File: config.mk
export PLATFORM = sky130hd
export DESIGN_NAME = clkdiv_arbiter
export DESIGN_NICKNAME = d
export VERILOG_FILES = /design/src/rtl/clkdiv_arbiter.sv
export SDC_FILE = /design/constraint.sdc
export NUM_CORES = 1
export LEC_CHECK = 0
export CORE_ASPECT_RATIO = 0.9
export CORE_UTILIZATION = 54
export CTS_BUF_LIST = sky130_fd_sc_hd__clkbuf_8
export CTS_CLUSTER_SIZE = 12
export DETAILED_ROUTE_END_ITERATION = 12
export PLACE_DENSITY = 0.88
export SLEW_MARGIN = 20
export SYNTH_ARGS = -nofsm -noshare
export SYNTH_HDL_FRONTEND = slang
export SYNTH_SLANG_ARGS = --single-unit
File: constraint.sdc
create_clock -name clk -period 3.4 [get_ports clk]
set_clock_uncertainty 0.2 [all_clocks]
set_input_delay 0.68 -clock clk [delete_from_list [all_inputs] [get_ports clk]]
set_output_delay 0.68 -clock clk [all_outputs]
set_load 0.02 [all_outputs]
File: src/rtl/clkdiv_arbiter.sv
// ---------------------------------------------------------------------------
// clkdiv_arbiter
//
// Shares one divide_by_N clock divider among NREQ requesters. Requests are
// arbitrated round-robin; the winner's divisor is latched and presented to
// the divider while the divider is held in reset, then the divider is
// enabled for the owner. Before any handover the divider is drained with
// enable low for SETTLE cycles so every divisor change is glitch-free.
//
// Handshake: req[i] is a level request held by requester i for as long as it
// wants the divided clock. grant[i] (registered) is high exactly while the
// divider runs for requester i. Dropping req[i] is the release; it is seen
// at the next rising edge, after which grant and div_enable fall together.
// A request that disappears before its grant is issued is abandoned.
//
// Ports
//   clk         system clock, everything on the rising edge
//   reset       synchronous, active-low reset
//   req         level request per requester
//   req_n       divisor per requester, requester i on bits [8i+7:8i]
//   grant       one-hot (or zero) grant, registered
//   div_reset   divider reset, active high, registered
//   div_enable  divider enable, registered
//   div_n       latched divisor for the divider, registered
//   owner       index of the current / last owner
//   busy        high in LOAD, RUN and DRAIN
//   state_dbg   FSM state: 0 IDLE, 1 LOAD, 2 RUN, 3 DRAIN
// ---------------------------------------------------------------------------
module clkdiv_arbiter #(
   parameter int NREQ    = 4,
   parameter int SETTLE  = 4,
   parameter int QUANTUM = 0
) (
   input  logic                      clk,
   input  logic                      reset,
   input  logic [NREQ-1:0]           req,
   input  logic [8*NREQ-1:0]         req_n,
   output logic [NREQ-1:0]           grant,
   output logic                      div_reset,
   output logic                      div_enable,
   output logic [7:0]                div_n,
   output logic [$clog2(NREQ)-1:0]   owner,
   output logic                      busy,
   output logic [1:0]                state_dbg
);

   localparam int OW = $clog2(NREQ);
   localparam logic [15:0] QLAST = (QUANTUM > 0) ? 16'(QUANTUM - 1) : 16'd0;
   localparam logic [15:0] SLAST = 16'(SETTLE - 1);

   typedef enum logic [1:0] {
      IDLE  = 2'd0,
      LOAD  = 2'd1,
      RUN   = 2'd2,
      DRAIN = 2'd3
   } state_t;

   state_t          state_q, state_d;
   logic [OW-1:0]   ptr_q, ptr_d;
   logic [OW-1:0]   owner_d;
   logic [15:0]     qcnt_q, qcnt_d;
   logic [15:0]     scnt_q, scnt_d;
   logic [NREQ-1:0] grant_d;
   logic            div_reset_d;
   logic            div_enable_d;
   logic [7:0]      div_n_d;
   logic            busy_d;

   logic [7:0]      req_n_arr [NREQ];
   logic [OW-1:0]   pick;
   logic            found;
   logic [OW:0]     idx;
   logic [NREQ-1:0] own_mask;
   logic [OW-1:0]   owner_inc;
   logic            others;
   logic            preempt;

   for (genvar g = 0; g < NREQ; g++) begin : g_unpack
      assign req_n_arr[g] = req_n[8*g +: 8];
   end

   // Round-robin search: first set request at or after the pointer,
   // wrapping. idx is one bit wider so ptr+k never overflows before the
   // modulo correction.
   always_comb begin
      pick  = '0;
      found = 1'b0;
      idx   = '0;
      for (int k = 0; k < NREQ; k++) begin
         idx = {1'b0, ptr_q} + (OW+1)'(k);
         if (idx >= (OW+1)'(NREQ)) idx = idx - (OW+1)'(NREQ);
         if (!found && req[idx[OW-1:0]]) begin
            found = 1'b1;
            pick  = idx[OW-1:0];
         end
      end
   end

   always_comb begin
      own_mask        = '0;
      own_mask[owner] = 1'b1;
   end

   assign owner_inc = (owner == OW'(NREQ - 1)) ? '0 : owner + OW'(1);
   assign others    = |(req & ~own_mask);
   // Preemption only matters when somebody else is actually waiting.
   assign preempt   = (QUANTUM != 0) && (qcnt_q == QLAST) && others;

   always_comb begin
      state_d      = state_q;
      ptr_d        = ptr_q;
      owner_d      = owner;
      qcnt_d       = qcnt_q;
      scnt_d       = scnt_q;
      grant_d      = grant;
      div_reset_d  = div_reset;
      div_enable_d = div_enable;
      div_n_d      = div_n;
      case (state_q)
         IDLE: begin
            div_reset_d  = 1'b1;
            div_enable_d = 1'b0;
            grant_d      = '0;
            if (found) begin
               owner_d = pick;
               div_n_d = req_n_arr[pick];
               state_d = LOAD;
            end
         end
         LOAD: begin
            // The divider is still in reset here with the new divisor
            // applied, so releasing it next cycle starts cleanly.
            if (req[owner]) begin
               state_d      = RUN;
               grant_d      = own_mask;
               div_enable_d = 1'b1;
               div_reset_d  = 1'b0;
               qcnt_d       = '0;
            end else begin
               ptr_d   = owner_inc;
               state_d = IDLE;
            end
         end
         RUN: begin
            if (!req[owner] || preempt) begin
               state_d      = DRAIN;
               grant_d      = '0;
               div_enable_d = 1'b0;
               div_reset_d  = 1'b0;
               scnt_d       = '0;
            end else begin
               qcnt_d = qcnt_q + 16'd1;
            end
         end
         DRAIN: begin
            // Enable is low, so the divider output settles low before it is
            // put back into reset for the next owner.
            if (scnt_q == SLAST) begin
               state_d     = IDLE;
               div_reset_d = 1'b1;
               ptr_d       = owner_inc;
            end else begin
               scnt_d = scnt_q + 16'd1;
            end
         end
         default: begin
            state_d = IDLE;
         end
      endcase
      busy_d = (state_d != IDLE);
   end

   always_ff @(posedge clk) begin
      if (!reset) begin
         state_q    <= IDLE;
         ptr_q      <= '0;
         owner      <= '0;
         qcnt_q     <= '0;
         scnt_q     <= '0;
         grant      <= '0;
         div_reset  <= 1'b1;
         div_enable <= 1'b0;
         div_n      <= '0;
         busy       <= 1'b0;
      end else begin
         state_q    <= state_d;
         ptr_q      <= ptr_d;
         owner      <= owner_d;
         qcnt_q     <= qcnt_d;
         scnt_q     <= scnt_d;
         grant      <= grant_d;
         div_reset  <= div_reset_d;
         div_enable <= div_enable_d;
         div_n      <= div_n_d;
         busy       <= busy_d;
      end
   end

   assign state_dbg = state_q;

endmodule

==> run metrics <==
outcome=completed; # diodes=0; Slew Limit Fails=0; Hold WS=0.2505 ns; synth unique cells=42; RePlAce Congestion=0.8057; TritonCTS clock tree=done; routed via count=1998; Layout Nets=346; DP Wirelength=3.751 mm; Max Freq=359.0 MHz; peak supply drop=0.0004180 V; syn avg cell area=8.843 um^2; Synthesis Warnings=0; clock buffer depth=2; met3 Usage GRT=5.741%; Worst-path clk slew=0.07 ns; Worst EP arrival=2.81 ns; Initial Util=56.41%; crit path from=req[0]; I/O Buffers=56; Die Y=61.23 um; met1 Usage GRT=35.94%; vias per cell=5.791; Leak=0.001066 uW; register bit count reported by yosys=37; Setup crit end=scnt_q[15]; vias in the first global route=1725; CORE AREA=3731 um^2; WL/cell=14.95 um; DRT iter0 DRCs=104; HP Class=reg2reg; asr flop ratio synth=0%; Die W=67.81 um; reg-to-reg critical path endpoint=scnt_q[8]; final wirelength=5.157 mm; worst-margin pin slew=0.6153 ns; layer with the highest usage=met2; Crit. End Element=flop; Fillers=304; first-pass GRT wire length=8.059 mm; Clock Tree Root=clkbuf_8; net count after synthesis=286; gr usage total=26.09%; postcts setup bufs=0; reg2reg path depth=6; number of CTS-inserted buffers=5; pwr dens=597.8 nW/um^2; Post-synth EDFFs=0; final setup vio count=0; reg2reg start=scnt_q[0]; Period minus WS final=2.785 ns; synthesized cell area=2105 um^2; kind of critical path=in2reg; layout cells sized above 1=9.699%; # IOs=57; CTS Sinks=37; CP max FO=10; H-tree depth=2; Fin Setup TNS=0 ns; ANT nets after route=0; R2R Setup Slk=0.90 ns; RSZ-0062 raised after global routing=false; Rows=21; ys flop type=dfxtp_1; clk_lat worst skew=0.30 ns; Syn-to-layout area delta=33.53%; CTS Hold Bufs=0; Die ar.=4151 um^2; met2 Use GR=40.74%; DRC violations left=0; GRT Residual Overflow=0; most common cell after layout, fill and taps aside=clkdlybuf4s50_1; hold wc startpoint=grant[0]; Relative slew margins=58.83%; Fin. Hold Viols=0; Max Cap Viol=0; initial antenna violation count=0; post-synthesis sequential area ratio=35.20%; number of detailed-route iterations in the first pass=4; Mapped Cells=238; most frequent cells in the layout=56 x clkdlybuf4s50_1, 37 x dfxtp_1, 18 x a21oi_1; post-cts sizing count=0; largest net degree at the start of global routing=17; final critical-path share of the clock period=81.93%; critical path data required time=3.43 ns; startpoint types=primary input
worst max-delay path, stage by stage:
cell	delay, ns
clkdlybuf4s50_1	0.51
mux4_2	0.63
a21oi_4	0.20
buf_4	0.19
o211ai_4	0.09
or3_1	0.35
a21oi_1	0.16
final cells by class:
| class | count | area, um^2 | area share [%] |
|---|---|---|---|
| Clock buffer | 5 | 68.82 | 2.449 |
| Clock inverter | 3 | 13.76 | 0.4898 |
| Inverter | 11 | 41.29 | 1.469 |
| Multi-Input combinational cell | 180 | 1275 | 45.37 |
| Sequential cell | 37 | 740.7 | 26.36 |
| Tap cell | 46 | 57.56 | 2.048 |
| Timing Repair Buffer | 63 | 613.1 | 21.82 |
power by group:
part,internal [uW],total [uW],switching [uW],leakage (uW)
logic,371,796,425,0.000715
clock network,139,298,159,0.0000491
registers,517,586,69.4,0.000301
layer usage:
metal	share of wire [%]	vias to the layer above
met5	0	-
met4	1.1	0
met3	3.2	7
met2	49	40
met1	46	947
li1	-	1004
state kept, by name (all words and copies together), names as in the netlist:
register and cells:
busy 1, div_enable 1, div_n 8, div_reset 1, grant 4, owner 2
ptr_q 2, scnt_q 16, state_dbg 2
stage by stage:
stage	total power, uW	worst slack, ns	std cells	util (%)	cell area (um^2)
4_1_cts	1677	0.6262	345	75.32	2810
3_3_place_gp	1364	0.3921	337	73.11	2728
5_1_grt	1776	0.5165	345	75.32	2810
6_report	1680	0.6145	345	75.32	2810
3_5_place_dp	1379	0.3117	337	73.11	2728
2_1_floorplan	1082	1.019	238	-	2105
Yosys cell counts (all sizes together) (3+ instances only):
cell type,count,area [um^2]
a21boi,8,60.06
xor2,9,78.83
nand3,16,80.08
a21oi,19,106.4
or3,6,37.54
nor2,15,56.30
mux2i,3,30.03
ha,10,125.1
and3,11,68.82
nand4,6,37.54
buf,3,21.27
o21a,8,60.06
nand2,11,41.29
mux2,8,90.09
a221o,10,100.1
clkbuf,7,26.28
o21ai,13,65.06
inv,11,41.29
and2,3,18.77
dfxtp,37,740.7
o211ai,3,41.29
nor4,3,18.77
worst min-delay path by stage:
stage               end  cells past startpoint  slack (ns)
6_report       grant[0]                      2        0.25
5_1_grt        grant[1]                      2        0.28
4_1_cts        grant[0]                      2        0.26
3_5_place_dp   grant[0]                      2        0.25
3_3_place_gp   grant[0]                      2        0.24
2_1_floorplan  ptr_q[0]                      2        0.25
kinds of logic after synthesis:
| family | Yosys count | synth area share [%] |
|---|---|---|
| buf+inv | 21 | 4.221 |
| xor+xnor | 9 | 3.746 |
| mux | 12 | 6.778 |
| fa+ha+maj | 10 | 5.945 |
| compound gates | 72 | 24.97 |
| flops | 37 | 35.20 |
| simple gates | 77 | 19.14 |
Power figures use the tool's default switching activity.
==> patch 1 (same flow settings) <==
The parameter `NREQ` goes from 4 to 8.
--- a/src/rtl/clkdiv_arbiter.sv
+++ b/src/rtl/clkdiv_arbiter.sv
@@ -27,7 +27,7 @@
 //   state_dbg   FSM state: 0 IDLE, 1 LOAD, 2 RUN, 3 DRAIN
 // ---------------------------------------------------------------------------
 module clkdiv_arbiter #(
-   parameter int NREQ    = 4,
+   parameter int NREQ    = 8,
    parameter int SETTLE  = 4,
    parameter int QUANTUM = 0
 ) (
Ports: changed (resized grant, owner, req and req_n); port bits go from 57 to 98. The function was not compared with the original's and may differ.
==> patch 1 against the original RTL <==
The run now ends with setup timing left. Sequential cell count grew 6. Routed wire length grew to 2.7 times the old value. Worst setup slack lost 820 ps. Power grew to 2.9 times the old value. Area after synthesis grew 60%. Final area grew 86%. Clock power grew 43%. Combinational power grew to 4.7 times the old value. Critical path type is now register to register. Critical endpoint is now div_n[0]. Largest cell class unchanged.
==> patch 1: results (changes against the original RTL) <==
Placement
  – Final Wtd Congestion: 0.955 (+19%)

Run status
  – Outcome: finished, violations left
  – Failing checks: setup timing

Critical path
  – Critical path arrival: 3590 ps (+780 ps)
  – Critical Path Fanout Max: 8 (-2)
  – Reg-to-Reg Start: ptr_q[1]
  – Setup crit start: ptr_q[1]

Layout
  – Layout cells sized above 1: 28.5% (+19 points)
  – Non-filler cells, final: 586 (+70%)
  – Biggest regs: scnt_q x16, div_n x8, grant x8

Synth
  – Gate Count Post-Synth: 369 (+55%)
  – Net Count, Synth: 453 (+58%)
  – Synth area leaders: dfxtp_1 (26%), mux2i_1 (17%), mux4_2 (7.3%), nor2_1 (5.2%), ha_1 (3.7%)
  – Sequential area share after synthesis: 25.5% (-9.7 points)
  – Top post-synthesis cells by count: mux2i_1 (58), nor2_1 (47), dfxtp_1 (43)

Timing
  – Post-route setup slack: -203 ps (-818 ps)
  – Relative slew margins: 60.0% (+1.2 points)
  – Setup violators final: 8 (+8)

Global routing
  – Vias in the first global route: 3697 (+110%)
  – Global-route wire length before repair: 18000 um (+120%)
  – Largest net degree at the start of global routing: 22 (+5)
  – Gr usage total: 34.7% (+8.6 points)

Route
  – First-pass detailed-route iteration total: 7 (+3)
  – Via density: 6.82 (+18%)

Hold path
  – Hold Crit Start: div_n[1]

Clocking
  – Reg clk slew, reported paths: 90 ps (+20 ps)

Pwr
  – Static Leak: 2.09 nW (+96%)
==> patch 1: changes by cell type after synthesis, sizes merged, moves of 8 or more <==
cell and delta:
a221o -10, mux4 +12, nand2 +15, a22oi +8
a21oi -8, nand2b +8, buf +8, o21a -8
a22o +8, nor2 +32, a221oi +10, mux2i +56
==> patch 1: layer usage <==
| metal | GRT usage [%] | routed length [um] |
|---|---|---|
| met5 | 0 | 0 |
| met4 | 16.5 | 1070 |
| met3 | 6.46 | 1220 |
| met1 | 41.9 | 5020 |
| met2 | 59.4 | 6660 |
==> patch 1: logic make-up (layout without fill, tap and decap cells) <==
kind of cell	count (synthesis)	after routing	share of synthesized area (%)
simple gates	121	121	17.3
mux	76	76	28.1
compound gates	73	73	15.9
flops	43	43	25.5
buf+inv	30	177	5.30
xor+xnor	16	16	4.15
fa+ha+maj	10	10	3.71
==> patch 1: through the flow <==
stage	hold WS [ps]	TNS, ps
after floorplan	259	-478
after global placement	262	-4870
after detailed placement	268	-6490
after CTS	291	-1.65
after global routing	314	-2460
final	293	-1000
==> patch 1: power by group <==
part	internal (mW)	total [mW]	switching (mW)
clock	0.238	0.425	0.187
combinational	1.83	3.77	1.95
sequential	0.602	0.715	0.113
total	2.67	4.91	2.25
==> patch 1: final cells by class <==
class,instances,area [sq um]
clock buffer,6,82.6
timing repair buffer,160,1510
clock inverter,2,35.0
sequential,43,866
tap,70,87.6
inverter,9,36.3
multi-input combinational,296,2600
fill,246,638
==> patch 1: worst paths after layout <==
kind / endpoint / slack (ps) / cells after the start
setup reg to reg: div_n[0] / -200 / 13
setup / recovery: div_n[0] / -200 / 13
hold / removal: div_n[1] / 290 / 1
hold reg to reg: div_n[1] / 290 / 1
==> patch 1: worst max-delay path, stage by stage, from the launching register on <==
cell	delay, ps
dfxtp_2	350
inv_2	70
ha_4	340
mux4_2	580
buf_4	170
mux2_2	300
o21ai_4	160
nor2_1	70
o21ai_1	100
o311a_4	260
buf_8	160
mux2i_1	320
a22oi_1	130
a22o_1	260
==> patch 1: timing repair <==
item | in CTS | in global routing
setup endpoints to repair | 8 | 8
pin swaps | 6 | 9
hold endpoints to repair | 0 | 0
gates resized for setup | 26 | 48
setup buffers | 8 | 3
cloned | 0 | 1
==> patch 2 (same settings) <==
Without the edit above. Put one more register stage on the output `state_dbg`, cleared by the reset. The value now appears one clock later. The other outputs are not delayed to match.
--- a/src/rtl/clkdiv_arbiter.sv
+++ b/src/rtl/clkdiv_arbiter.sv
@@ -196,7 +196,13 @@
       end
    end
 
-   assign state_dbg = state_q;
+   always_ff @(posedge clk) begin
+      if (!reset) begin
+         state_dbg <= '0;
+      end else begin
+         state_dbg <= state_q;
+      end
+   end
 
 endmodule
 
Function: changed (a bounded check fails within 4 cycles, from zero or initial values and one cycle with reset low).
==> patch 2 against the original RTL <==
Utilization is 2.1 points higher. Via count is 6.0% higher. Register-to-register slack better by 30 ps. Final area is 4.9% higher. Sequential cell count is 2 higher. Critical path depth stayed put. Area after synthesis is 4.9% higher. Routed wire length is 6.2% higher. Worst setup slack worse by 34 ps. Cell count is 3.8% higher. Synthesized cell count is 5.9% higher. Count of clock-buffer cells in the layout is 1 higher. Power is 11% higher. Sequential power is 6.3% higher. Critical endpoint is now scnt_q[13].
==> patch 2: results (changes against the original RTL) <==
Run status
  – Outcome: completed

Synth
  – Yosys warning count: 0 (unchanged)
  – Synth area leaders: dfxtp_1 (35%), ha_1 (5.7%), a21boi_0 (4.4%), nand2_1 (4.3%), mux2_2 (4.1%)
  – Net Count, Synth: 300 (+4.9%)
  – Netlist cell types: 46 (+9.5%)
  – Ys async rst share: 0% (unchanged)
  – Sequential area share after synthesis: 35.4% (+0.18 points)
  – Number of flops mapped to enable cells by yosys: 0 (unchanged)
  – Top post-synthesis cells by count: dfxtp_1 (39), nand2_1 (25), nand3_1 (14), nor2_1 (14), a21boi_0 (13)

Critical path
  – Setup crit start: req[3]
  – Largest stage delay, worst path: 520 ps (-110 ps)
  – Critical path arrival: 2850 ps (+40 ps)
  – Worst Reg2Reg Path Length in Cells: 6 (unchanged)
  – Reg2reg end: scnt_q[13]
  – FF-to-FF setup slack: 930 ps (+30 ps)
  – Reg-to-Reg Start: owner[0]
  – Kind of critical path: input pin to register
  – Critical Path Fanout Max: 11 (+1)

Clocking
  – H-Tree Depth: 2 (unchanged)
  – Reg clk slew, reported paths: 80 ps
  – Num CTS Buffers: 5 (unchanged)
  – Clock Latency Late Sink: 290 ps
  – CTS-repair resized insts: 0 (unchanged)
  – Post-CTS Setup Bufs: 0 (unchanged)
  – Clock Path Buffers: 2 (unchanged)
  – CTS Root Buffer Type: clkbuf_8

Pwr
  – Sw Share: 36.8% (-2.1 points)
  – Peak supply drop: 0.430 mV (+2.8%)
  – Static Leak: 1.10 nW (+3.7%)
  – Clock share of power: 21.5% (+3.7 points)
  – P_seq: 623 uW (+6.3%)

Global routing
  – Gr usage total: 26.0% (-0.11 points)
  – Largest net degree at the start of global routing: 26 (+9)
  – Vias in the first global route: 2100 (+22%)
  – Initial antenna violation count: 0 (unchanged)
  – Global-route wire length before repair: 9310 um (+15%)

Layout
  – Ant diodes: 0 (unchanged)
  – Nets: 359 (+3.8%)
  – Biggest regs: scnt_q x16, div_n x8, grant x4
  – Layout cells sized above 1: 9.29% (-0.40 points)

Route
  – DR WL met3: 119 um (-27%)
  – DRT iter0 DRCs: 77 (-26%)
  – Met2 wire length: 2770 um (+8.9%)
  – WL per Instance: 15.3 um (+2.3%)
  – M1 WL: 2450 um (+2.1%)
  – Via density: 5.91 (+2.1%)
  – Top Metal Used: met4

Timing
  – Relative slew margins: 45.8% (-13 points)
  – Final hold violation count: 0 (unchanged)
  – Crit path time final: 2820 ps (+33.6 ps)

Placement
  – Final Wtd Congestion: 0.826 (+2.5%)
  – Hpwl dp: 4110 um (+9.7%)
  – Worst slack, placed: 307 ps (-4.67 ps)

Hold path
  – Hold Path Class: register to register
-- patch 2: worst min-delay path, cell delays in order (launching register included) --
cell and delay [ps]:
dfxtp_1 310, nand2_1 50, a21boi_0 60
-- patch 2: worst min-delay path by stage --
stage / start / to / slack, ps / cells after the start
finish: grant[0] / grant[0] / 260 / 2
global route: grant[0] / grant[0] / 300 / 2
CTS: grant[0] / grant[0] / 270 / 2
detailed placement: grant[0] / grant[0] / 250 / 2
global placement: grant[0] / grant[0] / 250 / 2
floorplan: scnt_q[14] / scnt_q[14] / 260 / 2
-- patch 2: routing by layer --
layer / vias to the layer above / global-route usage, %
li1: 1057 / -
met1: 1022 / 30.9
met2: 26 / 46.1
met3: 12 / 4.68
met4: 0 / 10.2
met5: - / 0
-- patch 2: layout make-up --
| cell class | count | area, sq um |
|---|---|---|
| clock buffers | 6 | 82.6 |
| well taps | 46 | 57.6 |
| repair buffers | 62 | 606 |
| fillers | 277 | 862 |
| inverters | 7 | 26.3 |
| flip-flops and latches | 39 | 781 |
| clock inverters | 2 | 35.0 |
| multi-input cells | 196 | 1360 |
-- patch 2: per-stage QoR --
step                      instance area, sq um  hold slack, ps  instances  power, mW
after floorplan                           2210             256        252       1.15
after global placement                    2820             251        350       1.44
after detailed placement                  2830             255        350       1.46
after CTS                                 2950             266        358       1.87
after global routing                      2950             297        358       1.98
final                                     2950             260        358       1.86
-- patch 2: cells by family after synthesis --
| family | synth area share, % |
|---|---|
| buffers and inverters | 3.29 |
| AOI/OAI and AO/OA | 23.8 |
| muxes | 6.01 |
| and+or+nand+nor | 23.9 |
| DFF | 35.4 |
| xor gates and xnor gates | 1.98 |
| adders and majority gates | 5.67 |
